===== config.mk =====
export PLATFORM = sky130hd
export DESIGN_NAME = ex_redirect_ctrl
export DESIGN_NICKNAME = d
export VERILOG_FILES = /design/src/rtl/ex_redirect_ctrl_pkg.sv /design/src/rtl/ex_redirect_ctrl.sv
export SDC_FILE = /design/constraint.sdc
export NUM_CORES = 1
export LEC_CHECK = 0
export ABC_AREA = 1
export CORE_MARGIN = 2
export CORE_UTILIZATION = 68
export DETAILED_ROUTE_END_ITERATION = 10
export DONT_BUFFER_PORTS = 1
export PLACE_DENSITY = 0.89
export SYNTH_ARGS = -nofsm -noshare
export SYNTH_HDL_FRONTEND = slang
export SYNTH_SLANG_ARGS = --single-unit

===== constraint.sdc =====
create_clock -name clk -period 4.6 [get_ports clk]
set_input_delay 0.92 -clock clk [delete_from_list [all_inputs] [get_ports clk]]
set_output_delay 0.92 -clock clk [all_outputs]
set_load 0.01 [all_outputs]

===== src/rtl/ex_redirect_ctrl_pkg.sv =====
// rtl/ex_redirect_ctrl_pkg.sv - shared execute-stage types and constants
//
// Contents:
//   ex_redir_state_e      redirect FSM state encoding (2-bit)
//   FLUSH_CYCLES_DEFAULT  default post-acknowledge flush length
//   flush_cnt_t           flush countdown counter type (holds 1..15)
//   ctrl_op_e             control-op decode shared with the arithmetic unit
//   redirect_target()     target after the JALR bit-0 clear
package ex_redirect_ctrl_pkg;

  typedef enum logic [1:0] {
    IDLE     = 2'd0,
    WAIT_ACK = 2'd1,
    FLUSH    = 2'd2
  } ex_redir_state_e;

  localparam int unsigned FLUSH_CYCLES_DEFAULT = 1;

  typedef logic [3:0] flush_cnt_t;

  typedef enum logic [1:0] {
    CTRL_NONE   = 2'd0,
    CTRL_JAL    = 2'd1,
    CTRL_JALR   = 2'd2,
    CTRL_BRANCH = 2'd3
  } ctrl_op_e;

  // JALR discards bit 0 of the computed address; every other op keeps it.
  function automatic logic [31:0] redirect_target(input logic [31:0] result,
                                                  input ctrl_op_e    op);
    logic [31:0] t;
    t = result;
    if (op == CTRL_JALR) t[0] = 1'b0;
    return t;
  endfunction

endpackage


===== src/rtl/ex_redirect_ctrl.sv =====
// rtl/ex_redirect_ctrl.sv - execute-stage control-flow redirect controller
//
// Ports:
//   clk, rst                  core clock, synchronous active-high reset
//   ex_valid, ex_mem_stall    EX instruction valid / downstream freeze
//   ex_is_jal/jalr/branch     control-op flags from decode
//   ex_br_cond                branch comparison result
//   branch_result             target from the execute adder
//   IDEX_NowPC                PC of the EX instruction
//   fetch_ready               fetch accepts the pending redirect
//   redirect_valid/pc         registered redirect request to fetch
//   flush_ifid/idex           kill younger pipeline contents
//   ex_stall_req              hold EX while a redirect is in flight
//   exc_valid/pc/tval         misaligned-target exception report
//   redirect_count            completed redirects (wraps)
module ex_redirect_ctrl
  import ex_redirect_ctrl_pkg::*;
#(
  parameter int unsigned FLUSH_CYCLES = FLUSH_CYCLES_DEFAULT
) (
  input  logic        clk,
  input  logic        rst,
  input  logic        ex_valid,
  input  logic        ex_mem_stall,
  input  logic        ex_is_jal,
  input  logic        ex_is_jalr,
  input  logic        ex_is_branch,
  input  logic        ex_br_cond,
  input  logic [31:0] branch_result,
  input  logic [31:0] IDEX_NowPC,
  input  logic        fetch_ready,
  output logic        redirect_valid,
  output logic [31:0] redirect_pc,
  output logic        flush_ifid,
  output logic        flush_idex,
  output logic        ex_stall_req,
  output logic        exc_valid,
  output logic [31:0] exc_pc,
  output logic [31:0] exc_tval,
  output logic [31:0] redirect_count
);

  ex_redir_state_e state_q, state_d;
  flush_cnt_t      cnt_q, cnt_d;

  ctrl_op_e    op;
  logic        taken;
  logic        event_take;
  logic [31:0] target;

  logic [31:0] redirect_pc_d;
  logic [31:0] redirect_count_d;
  logic        exc_valid_d;
  logic [31:0] exc_pc_d;
  logic [31:0] exc_tval_d;

  // Decode flags into a single op; decode guarantees at most one is set,
  // the priority only makes the encoding well defined.
  always_comb begin
    op = CTRL_NONE;
    if (ex_is_jal)         op = CTRL_JAL;
    else if (ex_is_jalr)   op = CTRL_JALR;
    else if (ex_is_branch) op = CTRL_BRANCH;
  end

  assign taken      = (op == CTRL_JAL) || (op == CTRL_JALR) ||
                      ((op == CTRL_BRANCH) && ex_br_cond);
  assign target     = redirect_target(branch_result, op);
  assign event_take = ex_valid && !ex_mem_stall && (state_q == IDLE) && taken;

  always_comb begin
    state_d          = state_q;
    cnt_d            = cnt_q;
    redirect_pc_d    = redirect_pc;
    redirect_count_d = redirect_count;
    exc_valid_d      = 1'b0;
    exc_pc_d         = exc_pc;
    exc_tval_d       = exc_tval;

    case (state_q)
      IDLE: begin
        if (event_take) begin
          if (target[0]) begin
            // Misaligned target: report it and stay put, nothing to fetch.
            exc_valid_d = 1'b1;
            exc_pc_d    = IDEX_NowPC;
            exc_tval_d  = target;
          end else begin
            redirect_pc_d = target;
            state_d       = WAIT_ACK;
          end
        end
      end
      WAIT_ACK: begin
        if (fetch_ready) begin
          cnt_d            = flush_cnt_t'(FLUSH_CYCLES);
          redirect_count_d = redirect_count + 32'd1;
          state_d          = FLUSH;
        end
      end
      FLUSH: begin
        cnt_d = cnt_q - flush_cnt_t'(1);
        if (cnt_d == '0) state_d = IDLE;
      end
      default: begin
        state_d = IDLE;
        cnt_d   = '0;
      end
    endcase
  end

  // Outputs are registered from the next state so they line up with the
  // state they describe on the following cycle.
  always_ff @(posedge clk) begin
    if (rst) begin
      state_q        <= IDLE;
      cnt_q          <= '0;
      redirect_valid <= 1'b0;
      redirect_pc    <= '0;
      flush_ifid     <= 1'b0;
      flush_idex     <= 1'b0;
      ex_stall_req   <= 1'b0;
      exc_valid      <= 1'b0;
      exc_pc         <= '0;
      exc_tval       <= '0;
      redirect_count <= '0;
    end else begin
      state_q        <= state_d;
      cnt_q          <= cnt_d;
      redirect_valid <= (state_d == WAIT_ACK);
      redirect_pc    <= redirect_pc_d;
      flush_ifid     <= (state_d != IDLE);
      flush_idex     <= (state_d != IDLE);
      ex_stall_req   <= (state_d != IDLE);
      exc_valid      <= exc_valid_d;
      exc_pc         <= exc_pc_d;
      exc_tval       <= exc_tval_d;
      redirect_count <= redirect_count_d;
    end
  end

endmodule

* Yosys cells after proc, flatten, opt, wreduce, memory -nomap -nowiden
Index checks and enable logic that the tools add are counted.
** Word-level totals
- Word-level logic and storage cells :: 48
- Output and inout port bits :: 133
- Bits of input ports :: 73
- Register bits :: 136
** Cells by class
- Bitwise operators :: 3
- Add/subtract/negate cells :: 2
- Equal/unequal tests :: 7
- Muxes and demuxes :: 12
- Reductions and logical operators :: 15
** Operator list (count)
- $add A32 B1 Y32 const B :: 1
- $mux W2 :: 7
- $pmux W4 S3 :: 1
- $eq A2 B1 Y1 const B :: 3
- $eq A2 B2 Y1 const B :: 3
- $pmux W2 S3 :: 1
- $reduce_and A3 Y1 :: 2
- $logic_and A1 B1 Y1 :: 4
- $logic_not A4 Y1 :: 1
- $mux W4 :: 1
- $reduce_and A2 Y1 :: 2
- $sub A4 B1 Y4 const B :: 1
- $not A1 Y1 :: 3
- $reduce_or A3 Y1 :: 1
- $logic_not A2 Y1 :: 1
- $logic_or A1 B1 Y1 :: 2
- $mux W1 :: 2
- $ne A2 B2 Y1 const B :: 1
- $reduce_bool A2 Y1 :: 1
- $logic_not A1 Y1 :: 1

* Logic depth before layout (Yosys ltp)
Gate-level depths: netlist (run 1).
- Depth in word-level cells :: 10
- Mapped depth :: 12
- Gate-level depth less buffers :: 11

* Least setup slack after synthesis (run 1)
Ideal clock, no wire load.
- Path kind :: input -> register
- From :: in ex_is_jalr
- To :: reg exc_tval[10]
- Buffers on the path :: 3
- Stages on the path :: 12
- Setup slack :: 2270 ps
- Library setup time :: 70 ps
- Data arrival time :: 2259 ps
- Required time :: 4530 ps
- Cell sequence :: inv_1 > a21oi_1 > inv_1 > ha_1 > a21oi_1 > nor2_2 > buf_4 > nand2_1 > buf_6 > buf_6 > nand2_1 > a21oi_1
** On the way
- Cells in the longest elaborated chain, start to end :: 7
- Elaborated cells on any way between the ends :: 11
- Classes of those cells :: eq/ne: 3; mux: 3; reduce/logical: 5
** Ends and longest elaborated chain
- start: declaration :: line ex_redirect_ctrl.sv:26 : input logic ex_is_jalr,
- $mux W2 * :: line ex_redirect_ctrl.sv:62 : else if (ex_is_jalr) op = CTRL_JALR;
- $mux W2 * :: line ex_redirect_ctrl.sv:61 : if (ex_is_jal) op = CTRL_JAL;
- $eq A2 B1 Y1, or another cell as far along :: line ex_redirect_ctrl.sv:66 : assign taken = (op == CTRL_JAL) || (op == CTRL_JALR) ||
- $logic_or A1 B1 Y1 or $logic_and A1 B1 Y1 (tied branches) :: line ex_redirect_ctrl.sv:66, ex_redirect_ctrl.sv:67
- $logic_or A1 B1 Y1 :: line ex_redirect_ctrl.sv:66
- $logic_and A1 B1 Y1 :: line ex_redirect_ctrl.sv:69 : assign event_take = ex_valid && !ex_mem_stall && (state_q == IDLE) && taken;
- $reduce_and A3 Y1 (no source line) *
- end signal: assignment :: line ex_redirect_ctrl.sv:137 : exc_tval <= exc_tval_d;
- end: declaration :: line ex_redirect_ctrl.sv:39 : output logic [31:0] exc_tval,
Mark *: on every way between the ends. The rest lies on a longest branch, timed or not.
A chain may end at the register's enable or synchronous reset.

* Worst setup path in the final report (run 1)
- From :: in ex_is_jalr
- To :: reg ex_stall_req
** On the way
- Cells in the longest elaborated chain, start to end :: 9
- Elaborated cells on any way between the ends :: 14
- Classes of those cells :: eq/ne: 3; mux: 6; reduce/logical: 5
** Ends and longest elaborated chain
- $mux W2 * :: line ex_redirect_ctrl.sv:62
- $mux W2 * :: line ex_redirect_ctrl.sv:61
- $eq A2 B1 Y1, or another cell as far along :: line ex_redirect_ctrl.sv:66
- $logic_or A1 B1 Y1 or $logic_and A1 B1 Y1 (tied branches) :: line ex_redirect_ctrl.sv:66, ex_redirect_ctrl.sv:67
- $logic_or A1 B1 Y1 :: line ex_redirect_ctrl.sv:66
- $logic_and A1 B1 Y1 :: line ex_redirect_ctrl.sv:69
- $mux W2 * :: line ex_redirect_ctrl.sv:82 : if (event_take) begin
- $pmux W2 S3 * :: line ex_redirect_ctrl.sv:80 : case (state_q)
- $reduce_bool A2 Y1 * :: line ex_redirect_ctrl.sv:134 : ex_stall_req <= (state_d != IDLE);
- end signal: assignment :: line ex_redirect_ctrl.sv:134
- end: declaration :: line ex_redirect_ctrl.sv:36 : output logic ex_stall_req,
Marks and branches as above.

==> results of run 1 <==
==> cell type report <==
type,instances,area (um2)
clock buffer,19,422
clock inverter,12,153
fill,594,1920
inverter,71,267
multi-input combinational,543,2620
sequential,136,2720
tap,105,131
timing repair buffer,3,22.5
==> routing by layer <==
| layer | global-route usage (%) | part of all wire [%] |
|---|---|---|
| met1 | 31.8 | 36 |
| met2 | 55.0 | 51 |
| met3 | 11.0 | 8.8 |
| met4 | 18.0 | 4.0 |
| met5 | 0 | 0 |
==> critical path, cell delays in order <==
cell     delay [ns]
inv_1          0.02
a21oi_1        0.17
inv_1          0.07
ha_1           0.29
a21oi_1        0.21
nor2_4         0.07
buf_4          0.31
o21ai_4        0.12
buf_4          0.45
nand2_1        0.17
nand3_1        0.19
nand2_1        0.09
==> power by group through the flow <==
stage | registers (mW) | logic (mW) | clock network (mW)
after CTS | 1.26 | 0.113 | 1.33
after global routing | 1.26 | 0.129 | 1.39
after detailed placement | 1.28 | 0.113 | 0
after global placement | 1.28 | 0.105 | 0
final | 1.26 | 0.114 | 1.32
after floorplan | 1.27 | 0.112 | 0
==> through the flow <==
stage / hold WS, ns / area [um2] / power (mW) / setup WS [ns] / utilization, %
6_report: 0.463 / 6330 / 2.69 / 1.88 / 76.7
5_1_grt: 0.466 / 6330 / 2.78 / 1.68 / 76.7
4_1_cts: 0.464 / 6330 / 2.70 / 1.93 / 76.7
3_5_place_dp: 0.456 / 5760 / 1.40 / 1.42 / 69.8
3_3_place_gp: 0.449 / 5760 / 1.39 / 1.62 / 69.8
2_1_floorplan: 0.445 / 5830 / 1.38 / 2.27 / -
==> flip-flops by register name, indices dropped and copies added (netlist names) <==
| register | flops |
|---|---|
| cnt_q | 4 |
| ex_stall_req | 1 |
| exc_pc | 32 |
| exc_tval | 32 |
| exc_valid | 1 |
| redirect_count | 32 |
| redirect_pc | 31 |
| redirect_valid | 1 |
| state_q | 2 |
==> placed cells by master (no fill, tap or decap), types with 4 or more instances in the layout <==
cell / Yosys / final
inv_1: 69 / 69
dfxtp_1: 136 / 136
nor2_1: 74 / 73
nor2_4: 4 / 6
a21oi_1: 114 / 114
o21ai_0: 41 / 41
nand2_2: 5 / 6
nor2_2: 7 / 6
clkbuf_16: 0 / 16
nor3_1: 5 / 5
nand3_1: 84 / 84
xor2_1: 7 / 7
nand2_1: 176 / 175
ha_1: 9 / 9
clkinvlp_4: 0 / 4
==> cell usage after synthesis <==
cell,n
nand2_1,176
dfxtp_1,136
a21oi_1,114
nand3_1,84
nor2_1,74
inv_1,69
o21ai_0,41
clkbuf_1,17
buf_2,16
ha_1,9
nor2_2,7
xor2_1,7
buf_6,6
nand2_2,5
nor3_1,5
buf_4,4
nor2_4,4
nand3_2,3
inv_2,2
nand4_1,2
nand4_2,2
o21ai_2,2
a211oi_1,1
and3_1,1
buf_1,1
conb_1,1
nor3b_1,1
nor4_1,1
o21ba_2,1
o22ai_1,1
xnor2_1,1
==> cell families after synthesis <==
| group | Yosys count | share of synthesized area [%] |
|---|---|---|
| fa+ha+maj | 9 | 1.93 |
| xor+xnor | 8 | 1.20 |
| other cells | 1 | 0.0643 |
| simple gates | 365 | 27.3 |
| buf+inv | 115 | 8.78 |
| flops | 136 | 46.7 |
| compound gates | 160 | 14.0 |
==> final timing paths <==
check	end	start
worst max-delay path	ex_stall_req	ex_is_jalr
worst min-delay path	cnt_q[1]	cnt_q[1]
worst max register to register	ex_stall_req	state_q[1]
worst min register to register	cnt_q[1]	cnt_q[1]
==> results.json, run 1 <==
{
  "outcome": "finished clean",
  "drive_gt1_share_pct": 7.65,
  "synth_top_area_share_pct": 46.7,
  "grt_max_degree": 91,
  "synth_seq_cells": 136,
  "crit_path_start_kind": "primary input",
  "r2r_slack_ns": 2.15,
  "netlist_area_um2": 5830,
  "hold_viol": 0,
  "numClockSinks": 136,
  "clockBufferDepth": 2,
  "combPwrFrac_pct": 4.2,
  "setup_viol": 0,
  "clkSlewWorstSetupHoldPaths_ns": 0.06,
  "via_per_inst": 5.83,
  "pin_count": 206,
  "fin_crit_sh_pct": 59.1,
  "rsz0062_at_grt": "false",
  "drv_cap": 0,
  "clockPowerShare_pct": 49.0,
  "cts_resized": 0,
  "clock.fmax_ghz": 0.368,
  "grt_pass1_vias": 5052,
  "cts_hold_buf": 0,
  "drtPass1Iterations": 5,
  "p_sw_mw": 0.623,
  "drc_errors": 0,
  "swShare_pct": 23.1,
  "clk_latency_ns": 0.50,
  "layoutNonFillerInstCount": 889,
  "yosysTopAreaCell": "dfxtp_1",
  "wl_um": 14700,
  "initial_core_util_pct": 70.6,
  "vias": 5185,
  "rows": 33,
  "skew_ns": 0.0140,
  "synth_cell_type_count": 31,
  "p_seq_share_pct": 46.7,
  "ys_seq_area_share_pct": 46.7,
  "ir_drop_v": 0.000325,
  "grt_use_total_pct": 31.2,
  "holdPathStages": 2,
  "finalNetCount": 854,
  "tightest_slew_ns": 1.17,
  "final.min_clock_period_ns": 2.72,
  "die_x_um": 96.6,
  "gr-total-overflow": 0,
  "critPathArrivalTime_ns": 3.10,
  "finalSetupTns_ns": 0,
  "tritoncts": "built",
  "dpl.hpwl_um": 10100,
  "area_growth_pct": 8.67,
  "grt_pass1_wl_um": 22600,
  "ys_warn_count": 0,
  "port_buffers": 0,
  "postRouteAntennaNets": 0,
  "path_class": "primary input to flop",
  "ff2ff_path_depth": 12,
  "cts_buffers": 17,
  "die_h_um": 96.6,
  "drt_iter0_drc": 222,
  "crit_path_end_kind": "flop",
  "antenna_found_initial": 0,
  "n_antenna_cell": 0,
  "report.final.slew_viol_count": 0,
  "crit_fanout": 64,
  "cts-root-buf": "clkbuf_8",
  "p_per_area_nw_per_um2": 425,
  "relSlewSlack_pct": 21.4,
  "core_area_um2": 8260,
  "syn_avg_cell_area_um2": 7.34,
  "synth_nets": 876,
  "gp_congestion": 0.892,
  "yosys-top-cells-area": "dfxtp_1 (47%), nand2_1 (11%), a21oi_1 (9.8%)",
  "synthesis.instances": 794,
  "internal-power_mw": 2.07,
  "postCtsSetupRepairBufs": 0,
  "dp.cells": 858,
  "hp-class": "flop to flop",
  "required_ns": 4.98,
  "routedWlPerCell_um": 16.6,
  "h-tree-depth": 4,
  "fp.dieArea_um2": 9330,
  "p_leak_nw": 2.13
}
No activity file was read; power rests on OpenSTA's default activity.
==> run 2: changes to the inputs <==
CORE_UTILIZATION = 57   (was 68)
PLACE_DENSITY = 0.8   (was 0.89)
clock period = 2.4 ns   (was 4.6 ns; I/O delays follow)
==> results.json, run 2 (synthesis results as in run 1) <==
{
  "outcome": "finished clean",
  "grt_pass1_wl_um": 24300,
  "critPathArrivalTime_ns": 2.40,
  "hold_end": "exc_pc[25]",
  "path_buf_inv": 1,
  "multi_input_comb_area_um2": 2620,
  "rsz0062_at_grt": "false",
  "fin_ws_ns": 0.406,
  "core_area_um2": 9860,
  "crit_family": "simple AND/OR/NAND/NOR gates",
  "path_class": "flop to flop",
  "tritoncts": "built",
  "drv_cap": 0,
  "postCtsSetupRepairBufs": 0,
  "postRouteAntennaNets": 0,
  "die_x_um": 105,
  "max_stage_delay_ns": 0.36,
  "p_leak_nw": 2.16,
  "cts_buffers": 17,
  "p_per_area_nw_per_um2": 804,
  "grt_pass1_vias": 4978,
  "holdPathStages": 1,
  "vias": 5214,
  "cp_slowest_cell": "dfxtp_1",
  "drc_errors": 0,
  "via_per_inst": 5.66,
  "report.final.slew_viol_count": 0,
  "skew_ns": 0.0146,
  "whs_ns": 0.0259,
  "setup_viol": 0,
  "final_common_cell": "nand2_1",
  "initial_core_util_pct": 59.1,
  "ff2ff_path_depth": 9,
  "rows": 36,
  "grt_max_degree": 91,
  "drt_iter0_drc": 359,
  "r2r_start": "state_q[1]",
  "cts-root-buf": "clkbuf_8",
  "finalSetupTns_ns": 0,
  "crit_path_start_kind": "flop",
  "fin_crit_sh_pct": 83.1,
  "relSlewSlack_pct": 53.6,
  "clockBufferDepth": 2,
  "r2r_slack_ns": 0.41,
  "die_h_um": 105,
  "numClockSinks": 136,
  "gp_congestion": 0.892,
  "hp-class": "primary input to flop",
  "path_cells": "inv_1, ha_1, nand2_1, nor2_4, nand3_2, nor2_2, nand2_1, nor3_1, nor2_1",
  "nFillCells": 836,
  "tightest_slew_ns": 0.695,
  "gr-total-overflow": 0,
  "ir_drop_v": 0.000553,
  "h-tree-depth": 4,
  "postLayoutCoreUtil_pct": 65.3,
  "dpl.hpwl_um": 10400,
  "fp.dieArea_um2": 11100,
  "n_antenna_cell": 0,
  "clk_latency_ns": 0.52,
  "regArea_um2": 2720,
  "cts_resized": 0,
  "final.min_clock_period_ns": 1.99,
  "antenna_found_initial": 0,
  "place_ws_ns": 0.182,
  "min_from": "rst",
  "reg.largest.list": "exc_pc x32, exc_tval x32, redirect_count x32",
  "routedWlPerCell_um": 16.1,
  "area_growth_pct": 10.5,
  "wl_um": 14800,
  "crit_path_end_kind": "flop",
  "drive_gt1_share_pct": 7.99,
  "grt_use_total_pct": 27.4,
  "crit_fanout": 12,
  "finalNetCount": 857,
  "r2r-end": "redirect_count[23]",
  "port_buffers": 0,
  "cp_common_cell": "nand2_1",
  "clock.fmax_ghz": 0.502,
  "final_cell_mix": "nand2_1 (175), dfxtp_1 (136), a21oi_1 (114)",
  "required_ns": 2.81,
  "hold_viol": 0,
  "pin_count": 206,
  "clkSlewWorstSetupHoldPaths_ns": 0.07,
  "drtPass1Iterations": 5,
  "finalPower_mw": 5.18
}
==> run 2: timing repair <==
action                                 CTS  global route
endpoints found under the hold margin    0             3
setup endpoints to repair                0             0
hold buffers                             0             2
==> run 2: worst reg2reg max path, stage by stage (launching register included) <==
cell and delay [ns]:
dfxtp_1 0.36, inv_1 0.10, ha_1 0.21, nand2_1 0.29, nor2_4 0.28, nand3_2 0.09, nor2_2 0.21, nand2_1 0.11
nor3_1 0.17, nor2_1 0.07
==> run 2: per-stage QoR <==
| stage | area, um2 | cells |
|---|---|---|
| CTS | 6420 | 919 |
| floorplan | 5830 | 794 |
| detailed placement | 5840 | 887 |
| global route | 6440 | 921 |
| finish | 6440 | 921 |
| global placement | 5840 | 887 |
==> run 2: how the worst max path moves through the flow <==
stage                     from                 end  slack (ns)  cells after the start
floorplan           ex_is_jalr        exc_tval[10]        0.51                     12
global placement    ex_is_jalr     redirect_pc[14]        0.31                     10
detailed placement  ex_is_jalr          exc_pc[10]        0.18                      9
CTS                 state_q[1]  redirect_count[23]        0.37                      9
global route        state_q[1]  redirect_count[23]        0.19                      9
finish              state_q[1]  redirect_count[23]        0.41                      9
==> run 2: per-layer routing <==
| layer | track usage [%] | vias to the layer above | part of all wire [%] | wire length [um] |
|---|---|---|---|---|
| li1 | - | 2537 | - | - |
| met1 | 30.0 | 2355 | 38 | 5590 |
| met2 | 45.6 | 278 | 48 | 7190 |
| met3 | 11.7 | 44 | 11 | 1630 |
| met4 | 12.9 | 0 | 2.9 | 437 |
| met5 | 0 | - | 0 | 0 |
==> run 2: area by class of cell <==
cell class,count,share of cell area [%]
flip-flops and latches,136,42.3
multi-input cells,543,40.7
clock buffers,18,6.49
inverters,71,4.14
well taps,133,2.58
clock inverters,14,2.49
repair buffers,6,1.36
==> run 2: power by group <==
part / total (mW) / switching (mW) / internal [mW]
Clock: 2.54 / 1.03 / 1.50
Combinational: 0.233 / 0.158 / 0.0752
Sequential: 2.41 / 0.0858 / 2.33
==> run 3: changes to the inputs <==
clock period = 1.8 ns   (was 2.4 ns; I/O delays follow)
==> results.json, run 3 (synthesis results as in run 1) <==
{
  "hold_viol": 87,
  "place_ws_ns": -0.274,
  "fin_ws_ns": 0.0761,
  "drtPass1Iterations": 5,
  "routedWlPerCell_um": 17.0,
  "dpl.hpwl_um": 10400,
  "final_common_cell": "nand2_1",
  "fin_crit_sh_pct": 95.8,
  "reg.largest.list": "exc_pc x32, exc_tval x32, redirect_count x32",
  "multi_input_comb_area_um2": 2660,
  "relSlewSlack_pct": 60.6,
  "drt_iter0_drc": 375,
  "crit_fanout": 4,
  "postRouteAntennaNets": 0,
  "hp-class": "primary input to flop",
  "skew_ns": 0.00844,
  "pin_count": 206,
  "tritoncts": "built",
  "crit_path_start_kind": "flop",
  "via_per_inst": 5.64,
  "vias": 5316,
  "area_growth_pct": 16.3,
  "port_buffers": 0,
  "clkSlewWorstSetupHoldPaths_ns": 0.06,
  "critPathArrivalTime_ns": 2.13,
  "h-tree-depth": 4,
  "die_x_um": 105,
  "clk_latency_ns": 0.51,
  "p_per_area_nw_per_um2": 1030,
  "grt_pass1_vias": 4984,
  "regArea_um2": 2720,
  "gp_congestion": 0.890,
  "required_ns": 2.21,
  "die_h_um": 105,
  "wl_um": 16000,
  "rows": 36,
  "outcome": "finished with violations",
  "nFillCells": 757,
  "clock.fmax_ghz": 0.580,
  "numClockSinks": 136,
  "grt_pass1_wl_um": 23800,
  "failed_checks": "negative hold slack",
  "p_leak_nw": 2.34,
  "r2r_slack_ns": 0.08,
  "grt_use_total_pct": 26.7,
  "drc_errors": 0,
  "finalPower_mw": 7.00,
  "setup_viol": 0,
  "tightest_slew_ns": 0.590,
  "antenna_found_initial": 0,
  "core_area_um2": 9860,
  "grt_max_degree": 91,
  "finalNetCount": 882,
  "cts_buffers": 17,
  "path_class": "flop to flop",
  "cts-root-buf": "clkbuf_8",
  "clockBufferDepth": 2,
  "whs_ns": -0.0881,
  "ir_drop_v": 0.000695,
  "drive_gt1_share_pct": 11.4,
  "drv_cap": 0,
  "final.min_clock_period_ns": 1.72,
  "crit_path_end_kind": "flop",
  "n_antenna_cell": 0,
  "final_cell_mix": "nand2_1 (175), dfxtp_1 (135), a21oi_1 (114)",
  "gr-total-overflow": 0,
  "report.final.slew_viol_count": 0,
  "max_stage_delay_ns": 0.31,
  "cp_slowest_cell": "dfxtp_1",
  "fp.dieArea_um2": 11100,
  "cts_hold_buf": 1,
  "path_cells": "inv_1, ha_2, nand2_1, nor2_4, buf_4, nand4_2, nor2_4, nand3_1, nand2_1, nor2_1",
  "initial_core_util_pct": 59.1
}
run 3: cell types whose count changed in the layout (fill, tap and decap cells not counted), moves of 2 or more:
cell | before | now
buf_6 | 0 | 4
buf_4 | 1 | 17
o21ai_0 | 41 | 37
nor2_1 | 73 | 71
clkinv_2 | 0 | 2
clkbuf_16 | 16 | 20
o21ai_1 | 0 | 4
clkinvlp_4 | 4 | 2
clkbuf_8 | 1 | 3
inv_6 | 8 | 0
ha_1 | 9 | 7
run 3: per-stage QoR:
stage               area [um2]  utilization, %  TNS (ns)  instances
floorplan                 5830               -         0        794
global placement          5960            60.4     -9.06        903
detailed placement        5960            60.4    -17.18        903
CTS                       6550            66.4         0        933
global route              6780            68.7    -0.166        943
finish                    6780            68.7         0        943
run 3: worst paths after layout:
check             start  depth (start not counted)            endpoint
min reg2reg    cnt_q[1]                          2            cnt_q[1]
max          state_q[1]                         10  redirect_count[25]
max reg2reg  state_q[1]                         10  redirect_count[25]
min                 rst                          1          exc_pc[21]
run 3: where the power goes:
part           internal (mW)  switching (mW)
logic                  0.159           0.246
clock network           2.16            1.23
registers               3.10           0.110
total                   5.42            1.58
run 3: cell type report:
type	instances	area share, %
clock buffer	21	6.62
clock inverter	8	1.83
inverter	71	3.93
multi-input combinational	543	39.2
sequential	136	40.2
tap	133	2.45
timing repair buffer	31	5.76
run 3: per-layer routing:
layer | part of all wire, % | track usage [%]
met1 | 38 | 29.4
met2 | 49 | 44.9
met3 | 10 | 11.2
met4 | 2.1 | 11.7
met5 | 0 | 0
run 3: critical path, delay by kind of cell (launching register included):
family / cells / cell delay, ns
buf+inv: 2 / 0.26
fa+ha+maj: 1 / 0.23
flops: 1 / 0.31
simple gates: 7 / 0.80
run 3: timing repair:
action                                  CTS  global route
endpoints found under the hold margin    88            87
gates cloned                              0             6
pin swaps                                 0             4
endpoints found under the setup margin   63            97
resized for setup                         2            19
buffers inserted                          0             4
